$ cat src/rtl/secded_pkg.sv
// SECDED (13,8)+spare codeword layout, error classes and encode/syndrome helpers
// shared by the scrubber and the array wrapper.
package secded_pkg;

    localparam int CW_W      = 14;
    localparam int DATA_W    = 8;
    localparam int SYN_W     = 4;
    localparam int SPARE_BIT = 13;

    // Hamming positions of the check bits and of data bits d0..d7.
    localparam logic [3:0][3:0] CHK_POS  = {4'd8, 4'd4, 4'd2, 4'd1};
    localparam logic [7:0][3:0] DATA_POS = {4'd12, 4'd11, 4'd10, 4'd9,
                                            4'd7, 4'd6, 4'd5, 4'd3};

    typedef enum logic [1:0] {
        CLEAN = 2'd0,
        CE    = 2'd1,
        UE    = 2'd2
    } err_class_e;

    typedef enum logic [2:0] {
        ST_IDLE = 3'd0,
        ST_RD   = 3'd1,
        ST_WAIT = 3'd2,
        ST_DEC  = 3'd3,
        ST_WR   = 3'd4,
        ST_NEXT = 3'd5
    } scrub_state_e;

    function automatic logic [SYN_W-1:0] secded_syndrome(input logic [CW_W-1:0] cw);
        logic [SYN_W-1:0] s;
        s = '0;
        for (int p = 1; p <= 12; p++) begin
            for (int k = 0; k < SYN_W; k++) begin
                if (p[k]) s[k] = s[k] ^ cw[p];
            end
        end
        return s;
    endfunction

    function automatic logic [CW_W-1:0] secded_encode(input logic [DATA_W-1:0] d);
        logic [CW_W-1:0]  cw;
        logic [SYN_W-1:0] s;
        cw = '0;
        for (int i = 0; i < DATA_W; i++) cw[DATA_POS[i]] = d[i];
        // With check bits still zero, the syndrome is exactly the check-bit vector.
        s = secded_syndrome(cw);
        for (int k = 0; k < SYN_W; k++) cw[CHK_POS[k]] = s[k];
        cw[0] = ^cw[12:1];
        return cw;
    endfunction

endpackage

$ cat src/rtl/secded_decoder.sv
// Combinational SECDED decoder: classifies a stored codeword and forms the
// corrected codeword (spare bit forced to 0).
module secded_decoder
    import secded_pkg::*;
(
    input  logic [CW_W-1:0]  cw_i,
    output logic [SYN_W-1:0] syn_o,
    output err_class_e       class_o,
    output logic [CW_W-1:0]  corr_o
);

    logic [SYN_W-1:0] syn;
    logic             parity;

    always_comb begin
        syn     = secded_syndrome(cw_i);
        parity  = ^cw_i[12:0];
        class_o = CLEAN;
        corr_o  = cw_i;
        if (parity) begin
            if (syn == '0) begin
                class_o   = CE;
                corr_o[0] = ~cw_i[0];
            end else if (syn <= 4'd12) begin
                class_o     = CE;
                corr_o[syn] = ~cw_i[syn];
            end else begin
                class_o = UE;
            end
        end else if (syn != '0) begin
            class_o = UE;
        end
        corr_o[SPARE_BIT] = 1'b0;
        syn_o = syn;
    end

endmodule

$ cat src/rtl/sram_scrubber.sv
// Background SECDED scrubber: walks the array, rewrites single-bit errors,
// logs uncorrectable ones.
module sram_scrubber #(
    parameter int ADDR_W   = 8,
    parameter int CW_W     = 14,
    parameter int INTERVAL = 1024,
    parameter int CNT_W    = 16
) (
    input  logic              clk,
    input  logic              rst,
    input  logic              scrub_en,
    output logic              scrub_req,
    input  logic              scrub_gnt,
    output logic              mem_en,
    output logic              mem_we,
    output logic [ADDR_W-1:0] mem_addr,
    output logic [CW_W-1:0]   mem_wdata,
    input  logic [CW_W-1:0]   mem_rdata,
    output logic [CNT_W-1:0]  ce_count,
    output logic [CNT_W-1:0]  ue_count,
    output logic [ADDR_W-1:0] ue_addr,
    output logic              sweep_done,
    output logic [2:0]        dbg_state,
    output logic [3:0]        dbg_syndrome
);
    import secded_pkg::*;

    localparam int              IVL_W    = $clog2(INTERVAL + 1);
    localparam logic [IVL_W-1:0] IVL_LOAD = IVL_W'(INTERVAL);

    scrub_state_e      state_q, state_d;
    logic [ADDR_W-1:0] addr_q, addr_d;
    logic [IVL_W-1:0]  ivl_q, ivl_d;
    logic [CW_W-1:0]   rdata_q, rdata_d;
    logic [CW_W-1:0]   wdata_q, wdata_d;
    logic [CNT_W-1:0]  ce_q, ce_d, ue_q, ue_d;
    logic [ADDR_W-1:0] ue_addr_q, ue_addr_d;
    logic [SYN_W-1:0]  syn_q, syn_d;
    logic              req_q, req_d, we_q, we_d, done_q, done_d;

    logic [SYN_W-1:0]  dec_syn;
    err_class_e        dec_class;
    logic [CW_W-1:0]   dec_corr;

    secded_decoder u_dec (
        .cw_i    (rdata_q),
        .syn_o   (dec_syn),
        .class_o (dec_class),
        .corr_o  (dec_corr)
    );

    // Handshake: scrub_req is held from RD/WR entry until the cycle scrub_gnt is
    // seen high with it; that cycle is the array access (mem_en). A grant while
    // scrub_req is low carries no meaning and is ignored.
    assign mem_en = scrub_req && scrub_gnt;

    always_comb begin
        state_d   = state_q;
        addr_d    = addr_q;
        ivl_d     = ivl_q;
        rdata_d   = rdata_q;
        wdata_d   = wdata_q;
        ce_d      = ce_q;
        ue_d      = ue_q;
        ue_addr_d = ue_addr_q;
        syn_d     = syn_q;
        done_d    = 1'b0;
        case (state_q)
            ST_IDLE: begin
                if (scrub_en) begin
                    if (ivl_q == '0) state_d = ST_RD;
                    else             ivl_d   = ivl_q - 1'b1;
                end
            end
            ST_RD:   if (mem_en) state_d = ST_WAIT;
            ST_WAIT: begin
                // Array output is valid here, one cycle after the granted read.
                rdata_d = mem_rdata;
                state_d = ST_DEC;
            end
            ST_DEC: begin
                syn_d   = dec_syn;
                state_d = ST_NEXT;
                if (dec_class == CE) begin
                    wdata_d = dec_corr;
                    ce_d    = (&ce_q) ? ce_q : ce_q + 1'b1;
                    state_d = ST_WR;
                end else if (dec_class == UE) begin
                    ue_d      = (&ue_q) ? ue_q : ue_q + 1'b1;
                    ue_addr_d = addr_q;
                end
            end
            ST_WR:   if (mem_en) state_d = ST_NEXT;
            ST_NEXT: begin
                addr_d  = addr_q + 1'b1;
                done_d  = &addr_q;
                ivl_d   = IVL_LOAD;
                state_d = ST_IDLE;
            end
            default: state_d = ST_IDLE;
        endcase
        req_d = (state_d == ST_RD) || (state_d == ST_WR);
        we_d  = (state_d == ST_WR);
    end

    always_ff @(posedge clk or posedge rst) begin
        if (rst) begin
            state_q   <= ST_IDLE;
            addr_q    <= '0;
            ivl_q     <= IVL_LOAD;
            rdata_q   <= '0;
            wdata_q   <= '0;
            ce_q      <= '0;
            ue_q      <= '0;
            ue_addr_q <= '0;
            syn_q     <= '0;
            req_q     <= 1'b0;
            we_q      <= 1'b0;
            done_q    <= 1'b0;
        end else begin
            state_q   <= state_d;
            addr_q    <= addr_d;
            ivl_q     <= ivl_d;
            rdata_q   <= rdata_d;
            wdata_q   <= wdata_d;
            ce_q      <= ce_d;
            ue_q      <= ue_d;
            ue_addr_q <= ue_addr_d;
            syn_q     <= syn_d;
            req_q     <= req_d;
            we_q      <= we_d;
            done_q    <= done_d;
        end
    end

    assign scrub_req    = req_q;
    assign mem_we       = we_q;
    assign mem_addr     = addr_q;
    assign mem_wdata    = wdata_q;
    assign ce_count     = ce_q;
    assign ue_count     = ue_q;
    assign ue_addr      = ue_addr_q;
    assign sweep_done   = done_q;
    assign dbg_state    = state_q;
    assign dbg_syndrome = syn_q;

endmodule

$ cat config.mk
export PLATFORM = sky130hd
export DESIGN_NAME = sram_scrubber
export DESIGN_NICKNAME = d
export VERILOG_FILES = /design/src/rtl/secded_pkg.sv /design/src/rtl/secded_decoder.sv /design/src/rtl/sram_scrubber.sv
export SDC_FILE = /design/constraint.sdc
export NUM_CORES = 1
export LEC_CHECK = 0
export CORE_MARGIN = 8
export CORE_UTILIZATION = 35
export DETAILED_ROUTE_END_ITERATION = 8
export GPL_ROUTABILITY_DRIVEN = 0
export PLACE_DENSITY_LB_ADDON = 0.08
export SKIP_CTS_REPAIR_TIMING = 1
export SYNTH_ARGS = -nofsm -noshare
export SYNTH_HDL_FRONTEND = slang
export SYNTH_SLANG_ARGS = --single-unit
$ cat constraint.sdc
create_clock -name clk -period 4 [get_ports clk]
set_input_delay 0.8 -clock clk [delete_from_list [all_inputs] [get_ports clk]]
set_output_delay 0.8 -clock clk [all_outputs]
set_load 0.05 [all_outputs]
# After elaboration in Yosys (flattened, before gate mapping)
# Cells that the tools add are included.
# W data, S select, Z words.
word_totals:
  input_bits: 18
  elab_cells: 93
  regBits: 96
  output_inout_bits: 73
op_classes:
  eq_ne: 11
  mux: 23
  bitwise_logic: 23
  n_reduce_logical: 17
  addsub: 4
  n_lt_le_gt_ge: 3
ops:
  columns: ["op", "n"]
  rows:
  - ["$add A16 B1 Y16 const B", 2]
  - ["$reduce_and A16 Y1", 2]
  - ["$mux W13", 2]
  - ["$mux W11", 2]
  - ["$pmux W11 S2", 1]
  - ["$xor A1 B1 Y1", 18]
  - ["$pmux W3 S5", 1]
  - ["$bwmux W14", 1]
  - ["$reduce_xor A13 Y1", 1]
  - ["$mux W12", 1]
  - ["$mux W3", 4]
  - ["$logic_not A11 Y1", 1]
  - ["$sub A11 B1 Y11 const B", 1]
  - ["$eq A3 B3 Y1 const B", 3]
  - ["$reduce_and A3 Y1", 3]
  - ["$add A8 B1 Y8 const B", 1]
  - ["$mux W2", 4]
  - ["$reduce_and A8 Y1", 1]
  - ["$eq A3 B1 Y1 const B", 2]
  - ["$eq A3 B2 Y1 const B", 2]
  - ["$lt A4 B5 Y1 const B", 1]
  - ["$mux W1", 5]
  - ["$not A1 Y1", 5]
  - ["$bmux W1 S4", 1]
  - ["14 further kinds", 16]

# Longest topological paths before layout
# Gate-level depths: netlist of the first run.
logic_depth:
  depth_word: 14
  ltp_mapped: 9
  mapped_depth_nobuf: 8

# Cells and area by module
# Synthesis of the first run repeated with hierarchy kept, for this count alone.
hier_totals:
  cells_unflattened: 508
  area_unflattened_um2: 5223.8
modules_own_cells:
  columns: ["mod", "cells_per_inst", "n_inst", "seq_area_each_um2", "area_per_inst_um2"]
  rows:
  - ["sram_scrubber", 408, 1, 2428.6, 4395.5]
  - ["secded_decoder", 100, 1, 0.0, 828.3]

# Worst setup path before layout of the first run
# Ideal clock, no wire load.
synth_timing:
  kind: "flip-flop to flip-flop"
  from: "reg rdata_q[3]"
  to: "reg ce_q[5], in the netlist ce_count[5]"
  period_less_slack_ns: 2.580
  slack_ns: 1.420
  t_required_ns: 3.859
  setup_time_ns: 0.141
  stages_incl_launch_ff: 9
  arrival_time_ns: 2.439
  path_buffers: 1
  cell_sequence: "dfrtp_1 buf_4 xnor2_4 xnor3_1 o2111ai_1 nand3_2 nor4_4 nand4_1 xnor2_1"
synth_via:
  elab_chain_cells: 11
  elab_cells_between_ends: 20
  classes_between: "1 x order compare; 1 x eq/ne; 4 x mux; 10 x bitwise; 4 x reduce/logical"
synth_rtl:
  columns: ["element", "line", "source"]
  rows:
  - ["start, declared", "sram_scrubber.sv:34", "logic [CW_W-1:0] rdata_q, rdata_d;"]
  - ["start signal, assigned", "sram_scrubber.sv:124", "rdata_q <= rdata_d;"]
  - ["$xor A1 B1 Y1 (5 in a row)", "secded_pkg.sv:35", "if (p[k]) s[k] = s[k] ^ cw[p];"]
  - ["$le A4 B4 Y1", "secded_decoder.sv:24", "end else if (syn <= 4'd12) begin"]
  - ["$mux W2", "secded_decoder.sv:24", null]
  - ["$mux W2", "secded_decoder.sv:21", "if (syn == '0) begin"]
  - ["$mux W2 *", "secded_decoder.sv:20", "if (parity) begin"]
  - ["$eq A2 B1 Y1 *", "sram_scrubber.sv:84", "if (dec_class == CE) begin"]
  - ["$reduce_and A3 Y1 (no source line) *", null, null]
  - ["end signal, assigned", "sram_scrubber.sv:113", "ce_q <= '0;"]
  - ["end signal, assigned", "sram_scrubber.sv:126", "ce_q <= ce_d;"]
  - ["end, declared", "sram_scrubber.sv:36", "logic [CNT_W-1:0] ce_q, ce_d, ue_q, ue_d;"]
# Every way passes the cells marked *; elsewhere a longest branch is shown, timed or not.
# A chain may end at the register's enable or synchronous reset.

# Worst setup path after layout of the first run
layout_timing:
  from: "in scrub_gnt"
  to: "out mem_en"
layout_via:
  elab_chain_cells: 1
layout_rtl:
  columns: ["element", "line", "source"]
  rows:
  - ["start, declared", "sram_scrubber.sv:13", "input logic scrub_gnt,"]
  - ["$logic_and A1 B1 Y1", "sram_scrubber.sv:55", "assign mem_en = scrub_req && scrub_gnt;"]
  - ["end, declared", "sram_scrubber.sv:14", "output logic mem_en,"]
# Every way passes these cells.

==> reports/summary.txt, run 1 <==
================================================================================
Run status                                                          complete, no violations
Number of iterations in the first detailed-routing pass                        4
Worst Hold Path EP                                                  ivl_q[10]$_DFFE_PP1P_
Proportion of synthesized chip area in sequential cells                    48.7%
Final worst-path cycle share                                               79.4%
Total Routed Length                                                     11800 um
Congestion Overflow GR                                                         0
Worst Setup SP                                                         scrub_gnt
Cells traversed along the worst timing path                         clkdlybuf4s50_1 -> and2_0 -> clkdlybuf4s50_1
Highest-delay cell along the critical path                          clkdlybuf4s50_1
Yosys cell types                                                              60
Die outline area                                                      18000 um^2
Number of fillers in the final layout                                       1353
Worst flop-to-flop path endpoint                                    ue_addr[1]$_DFFE_PP0P_
Setup TNS                                                                   0 ns
Starting Density                                                           35.5%
Half-perimeter wire length after detailed placement                      8700 um
Required time at the endpoint of the critical path                       3.20 ns
Number of antenna violations at the first check in global routing              0
Crit path max fanout                                                           5
Highest-count cells in the layout ignoring fill and taps            94 x dfrtp_1, 88 x clkdlybuf4s50_1, 42 x nand2_1
Slew HR                                                                    43.1%
Final critical path time including I/O delays and setup                  3.18 ns
Number of vias after detailed routing                                       3600
Clock Latency Late Sink                                                  0.35 ns
Finish-stage setup viols                                                       0
Arrival time worst endpoint                                              2.38 ns
Worst min path class                                                flop to flop
Clock root cell                                                        clkbuf_16
DRC violation count after routing                                              0
Critical Path Source Type                                           primary input
CTS tree                                                                     yes
Setup repair after global routing missed its margin                        false
GRT Resource Usage Total                                                   13.8%
Antenna fix cells                                                              0
First DRT Iteration DRCs                                                     187
Clock tree sinks                                                              95
Clock Pin Slew Worst Setup and Hold Paths                                0.07 ns
Number of standard cells after synthesis                                     445
Wire length of the first global-routing pass                            19900 um
Critical setup path kind                                            primary input to output pin
Routed wire length per instance                                          16.4 um
Synth warn                                                                     0
Via count normalized by instance count                                      5.00
Register-to-register setup slack                                         0.86 ns
Layout cell share with drive strength beyond 1                             8.33%
Peak clock frequency supported by timing                                 315 MHz
Number of buffers created by CTS                                               9
Pins over their slew limit                                                     0
Number of nets with antenna violations after routing                           0
Placement row count                                                           43
Layout Nets                                                                  557
Longest Clk Path Bufs                                                          2
Worst Tran Pin Value                                                    0.852 ns
Final hold viol count                                                          0
Port-buffer cells                                                             88
EDFF count, synth                                                              0
Synth-to-Final Area Change                                                 27.9%
Via count of the first global-routing pass                                  3721
Type of element capturing the critical path                           output pin
Worst Hold Margin                                                       0.484 ns
Maximum single-stage delay on the critical path                          0.86 ns
H-tree depth                                                                   3
Async set-reset flop share out of synthesis                                 100%
Placement-stage cell area                                              5970 um^2
Critical hold path startpoint                                       ivl_q[10]$_DFFE_PP1P_
Most common cell after layout, fill and taps aside                       dfrtp_1
Worst R2R Start                                                     rdata_q[3]$_DFFE_PP0P_
Max cap viols                                                                  0
Core area                                                             13800 um^2
Crit-path most repeated cell                                        clkdlybuf4s50_1
Syn Nets                                                                     467
Top flip-flop cell by instance count after synthesis                     dfrtp_1
R2R depth                                                                      7
Final setup skew                                                      0.00914 ns
Die width                                                                 134 um
Post-synthesis cell area                                               4890 um^2
Maximum number of pins on one net before global-route repair                  49
Vertical die dimension                                                    134 um
Instance count along the most critical hold path                               2
Top-level I/O count                                                           91
Post-route design area                                                 6250 um^2
Post-synthesis sequential element count                                       95
Average footprint of a synthesized cell                                11.0 um^2
================================================================================
==> stage by stage <==
step | utilization [%] | setup WS (ns) | cells
after floorplan | - | 0.725 | 445
after global placement | 43.4 | 0.815 | 704
after detailed placement | 43.4 | 0.814 | 704
after CTS | 45.4 | 0.801 | 720
after global routing | 45.4 | 0.601 | 720
final | 45.4 | 0.823 | 720
==> registers in the layout (all words and copies together) (netlist names), 4 cells and up <==
| signal | flops |
|---|---|
| mem_addr | 8 |
| ue_addr | 8 |
| rdata_q | 13 |
| mem_wdata | 13 |
| ce_count | 16 |
| dbg_syndrome | 4 |
| ivl_q | 11 |
| ue_count | 16 |
==> layout make-up <==
class / count / area, um^2 / share of cell area, %
Inverter: 8 / 31.3 / 0.500
Tap cell: 180 / 225 / 3.60
Clock inverter: 7 / 56.3 / 0.901
Multi-Input combinational cell: 330 / 2420 / 38.7
Clock buffer: 9 / 225 / 3.60
Timing Repair Buffer: 91 / 916 / 14.6
Sequential cell: 95 / 2380 / 38.0
==> synth_stat cells (9+ instances only) <==
cell | count | area, um^2
dfrtp_1 | 94 | 2350
nand2_1 | 42 | 158
nor2_1 | 38 | 143
xnor2_1 | 38 | 333
nand3_1 | 21 | 105
xor2_1 | 21 | 184
a21oi_1 | 18 | 90.1
mux2_2 | 12 | 135
nand4_1 | 11 | 68.8
mux2_1 | 10 | 113
mux2i_1 | 9 | 90.1
o21ai_0 | 9 | 45.0
==> worst max-delay path: cells and delay by family <==
family	cells	cell delay (ns)
buffers and inverters	2	1.31
and+or+nand+nor	1	0.26
==> logic make-up after synthesis <==
group                      share of synthesized area (%)
AOI/OAI and AO/OA                                   7.81
xor gates and xnor gates                            16.2
adders and majority gates                           1.02
buffers and inverters                               1.82
DFF                                                 48.7
muxes                                               6.91
other                                             0.0767
and+or+nand+nor                                     17.5
==> worst max-delay path by stage <==
stage / to / slack (ns) / depth (start not counted)
5_1_grt: mem_wdata[4]$_DFFE_PP0P_ / 0.60 / 7
2_1_floorplan: ce_count[0]$_DFFE_PP0P_ / 0.72 / 1
3_3_place_gp: mem_en / 0.82 / 3
6_report: mem_en / 0.82 / 3
4_1_cts: mem_en / 0.80 / 3
3_5_place_dp: mem_en / 0.81 / 3
==> routing by layer <==
layer	wire length, um	GRT usage [%]	share of wire [%]
met5	0	0	0
met4	165	5.24	1.4
met3	728	3.93	6.2
met2	5270	20.8	45
met1	5640	18.4	48
Power of run 1 is not shown: default switching activity piles up to over one toggle a cycle in this logic, so the estimate is an artifact.
==> run 2, diff against run 1 <==
==> constraint.sdc (replaced) <==
create_clock -name clk -period 2.6 [get_ports clk]
set_input_delay 0.52 -clock clk [delete_from_list [all_inputs] [get_ports clk]]
set_output_delay 0.52 -clock clk [all_outputs]
set_load 0.05 [all_outputs]
==> reports/summary.txt, run 2 (synthesis gave the netlist of run 1 again) <==
================================================================================
Critical setup path kind                                            flop to flop
Run status                                                          complete, no violations
Highest-count cells in the layout ignoring fill and taps            90 x dfrtp_1, 87 x clkdlybuf4s50_1, 48 x buf_4
Worst Tran Pin Value                                                    0.558 ns
Register-to-register setup slack                                         0.07 ns
Top-level I/O count                                                           91
Port-buffer cells                                                             88
Area used by multi-input combinational logic                           2620 um^2
Crit path max fanout                                                           5
Number of iterations in the first detailed-routing pass                        4
Final critical path time including I/O delays and setup                  2.53 ns
Peak clock frequency supported by timing                                 395 MHz
Placement row count                                                           43
Clock Latency Late Sink                                                  0.35 ns
Layout Nets                                                                  609
H-tree depth                                                                   3
Finish-stage setup viols                                                       0
Number of buffers created by CTS                                               9
Vertical die dimension                                                    134 um
Area of all sequential standard cells                                  2380 um^2
Via count normalized by instance count                                      4.96
Half-perimeter wire length after detailed placement                      8830 um
Most common cell after layout, fill and taps aside                       dfrtp_1
Total Routed Length                                                     12000 um
First DRT Iteration DRCs                                                     159
Die width                                                                 134 um
Longest Clk Path Bufs                                                          2
Worst min path class                                                flop to flop
Arrival time worst endpoint                                              2.76 ns
Final worst-path cycle share                                               97.4%
Routed wire length per instance                                          15.5 um
GRT Resource Usage Total                                                   13.8%
Via count of the first global-routing pass                                  3821
DRC violation count after routing                                              0
Number of antenna violations at the first check in global routing              0
Final hold viol count                                                          0
CTS tree                                                                     yes
Clock Pin Slew Worst Setup and Hold Paths                                0.07 ns
Number of vias after detailed routing                                       3828
Layout cell share with drive strength beyond 1                             22.0%
Critical Path Source Type                                                   flop
Die outline area                                                      18000 um^2
Pins over their slew limit                                                     0
Final setup skew                                                      0.00712 ns
Placement-stage cell area                                              6380 um^2
Clock tree sinks                                                              95
Maximum number of pins on one net before global-route repair                  96
Number of fillers in the final layout                                       1304
Antenna fix cells                                                              0
Setup repair after global routing missed its margin                         true
Post-route design area                                                 6900 um^2
Core area                                                             13800 um^2
Type of element capturing the critical path                                 flop
Wire length of the first global-routing pass                            19900 um
Starting Density                                                           35.5%
Max cap viols                                                                  0
Congestion Overflow GR                                                         0
Clock root cell                                                        clkbuf_16
Number of nets with antenna violations after routing                           0
Synth-to-Final Area Change                                                 41.1%
Slew HR                                                                    62.7%
Required time at the endpoint of the critical path                       2.83 ns
================================================================================
-- run 2: area by class of cell --
cell class,count,area share (%)
Tap cell,180,3.27
Multi-Input combinational cell,330,38.0
Sequential cell,95,34.6
Timing Repair Buffer,143,19.7
Inverter,8,0.490
Clock buffer,9,3.27
Clock inverter,7,0.798
-- run 2: final timing paths --
check	depth (start not counted)	start	to
hold reg to reg	2	ivl_q[10]$_DFFE_PP1P_	ivl_q[10]$_DFFE_PP1P_
hold / removal	2	ivl_q[10]$_DFFE_PP1P_	ivl_q[10]$_DFFE_PP1P_
setup reg to reg	10	rdata_q[3]$_DFFE_PP0P_	ue_count[1]$_DFFE_PP0P_
min in group asynchronous	3	rst	ce_count[4]$_DFFE_PP0P_
max in group asynchronous	3	rst	rdata_q[7]$_DFFE_PP0P_
setup / recovery	10	rdata_q[3]$_DFFE_PP0P_	ue_count[1]$_DFFE_PP0P_
-- run 2: layer usage --
layer | global-route usage (%) | routed length [um] | part of all wire [%] | vias up
li1 | - | - | - | 1861
met1 | 18.4 | 5690 | 47 | 1863
met2 | 20.4 | 5260 | 44 | 92
met3 | 4.45 | 838 | 7.0 | 12
met4 | 4.68 | 223 | 1.9 | 0
met5 | 0 | 0 | 0 | -
-- run 2: worst max-delay path, stage by stage (launching register included) --
cell      delay [ns]
dfrtp_2         0.46
buf_6           0.15
xnor2_4         0.18
xnor3_2         0.44
buf_6           0.16
nor2_4          0.11
nand2_2         0.08
a221oi_4        0.28
buf_6           0.16
nor3_1          0.06
mux2_1          0.32
-- run 2: metrics by stage --
| step | setup WS (ns) | util, % | instances | setup TNS (ns) | hold WS (ns) |
|---|---|---|---|---|---|
| 2_1_floorplan | 0.0196 | - | 445 | 0 | 0.454 |
| 3_3_place_gp | -0.00526 | 46.3 | 754 | -0.00526 | 0.469 |
| 3_5_place_dp | -0.00294 | 46.3 | 754 | -0.00294 | 0.470 |
| 4_1_cts | -0.0534 | 48.4 | 770 | -0.380 | 0.482 |
| 5_1_grt | -0.0270 | 50.1 | 772 | -0.165 | 0.514 |
| 6_report | 0.0681 | 50.1 | 772 | 0 | 0.486 |
Power of run 2 is left out for the same reason.
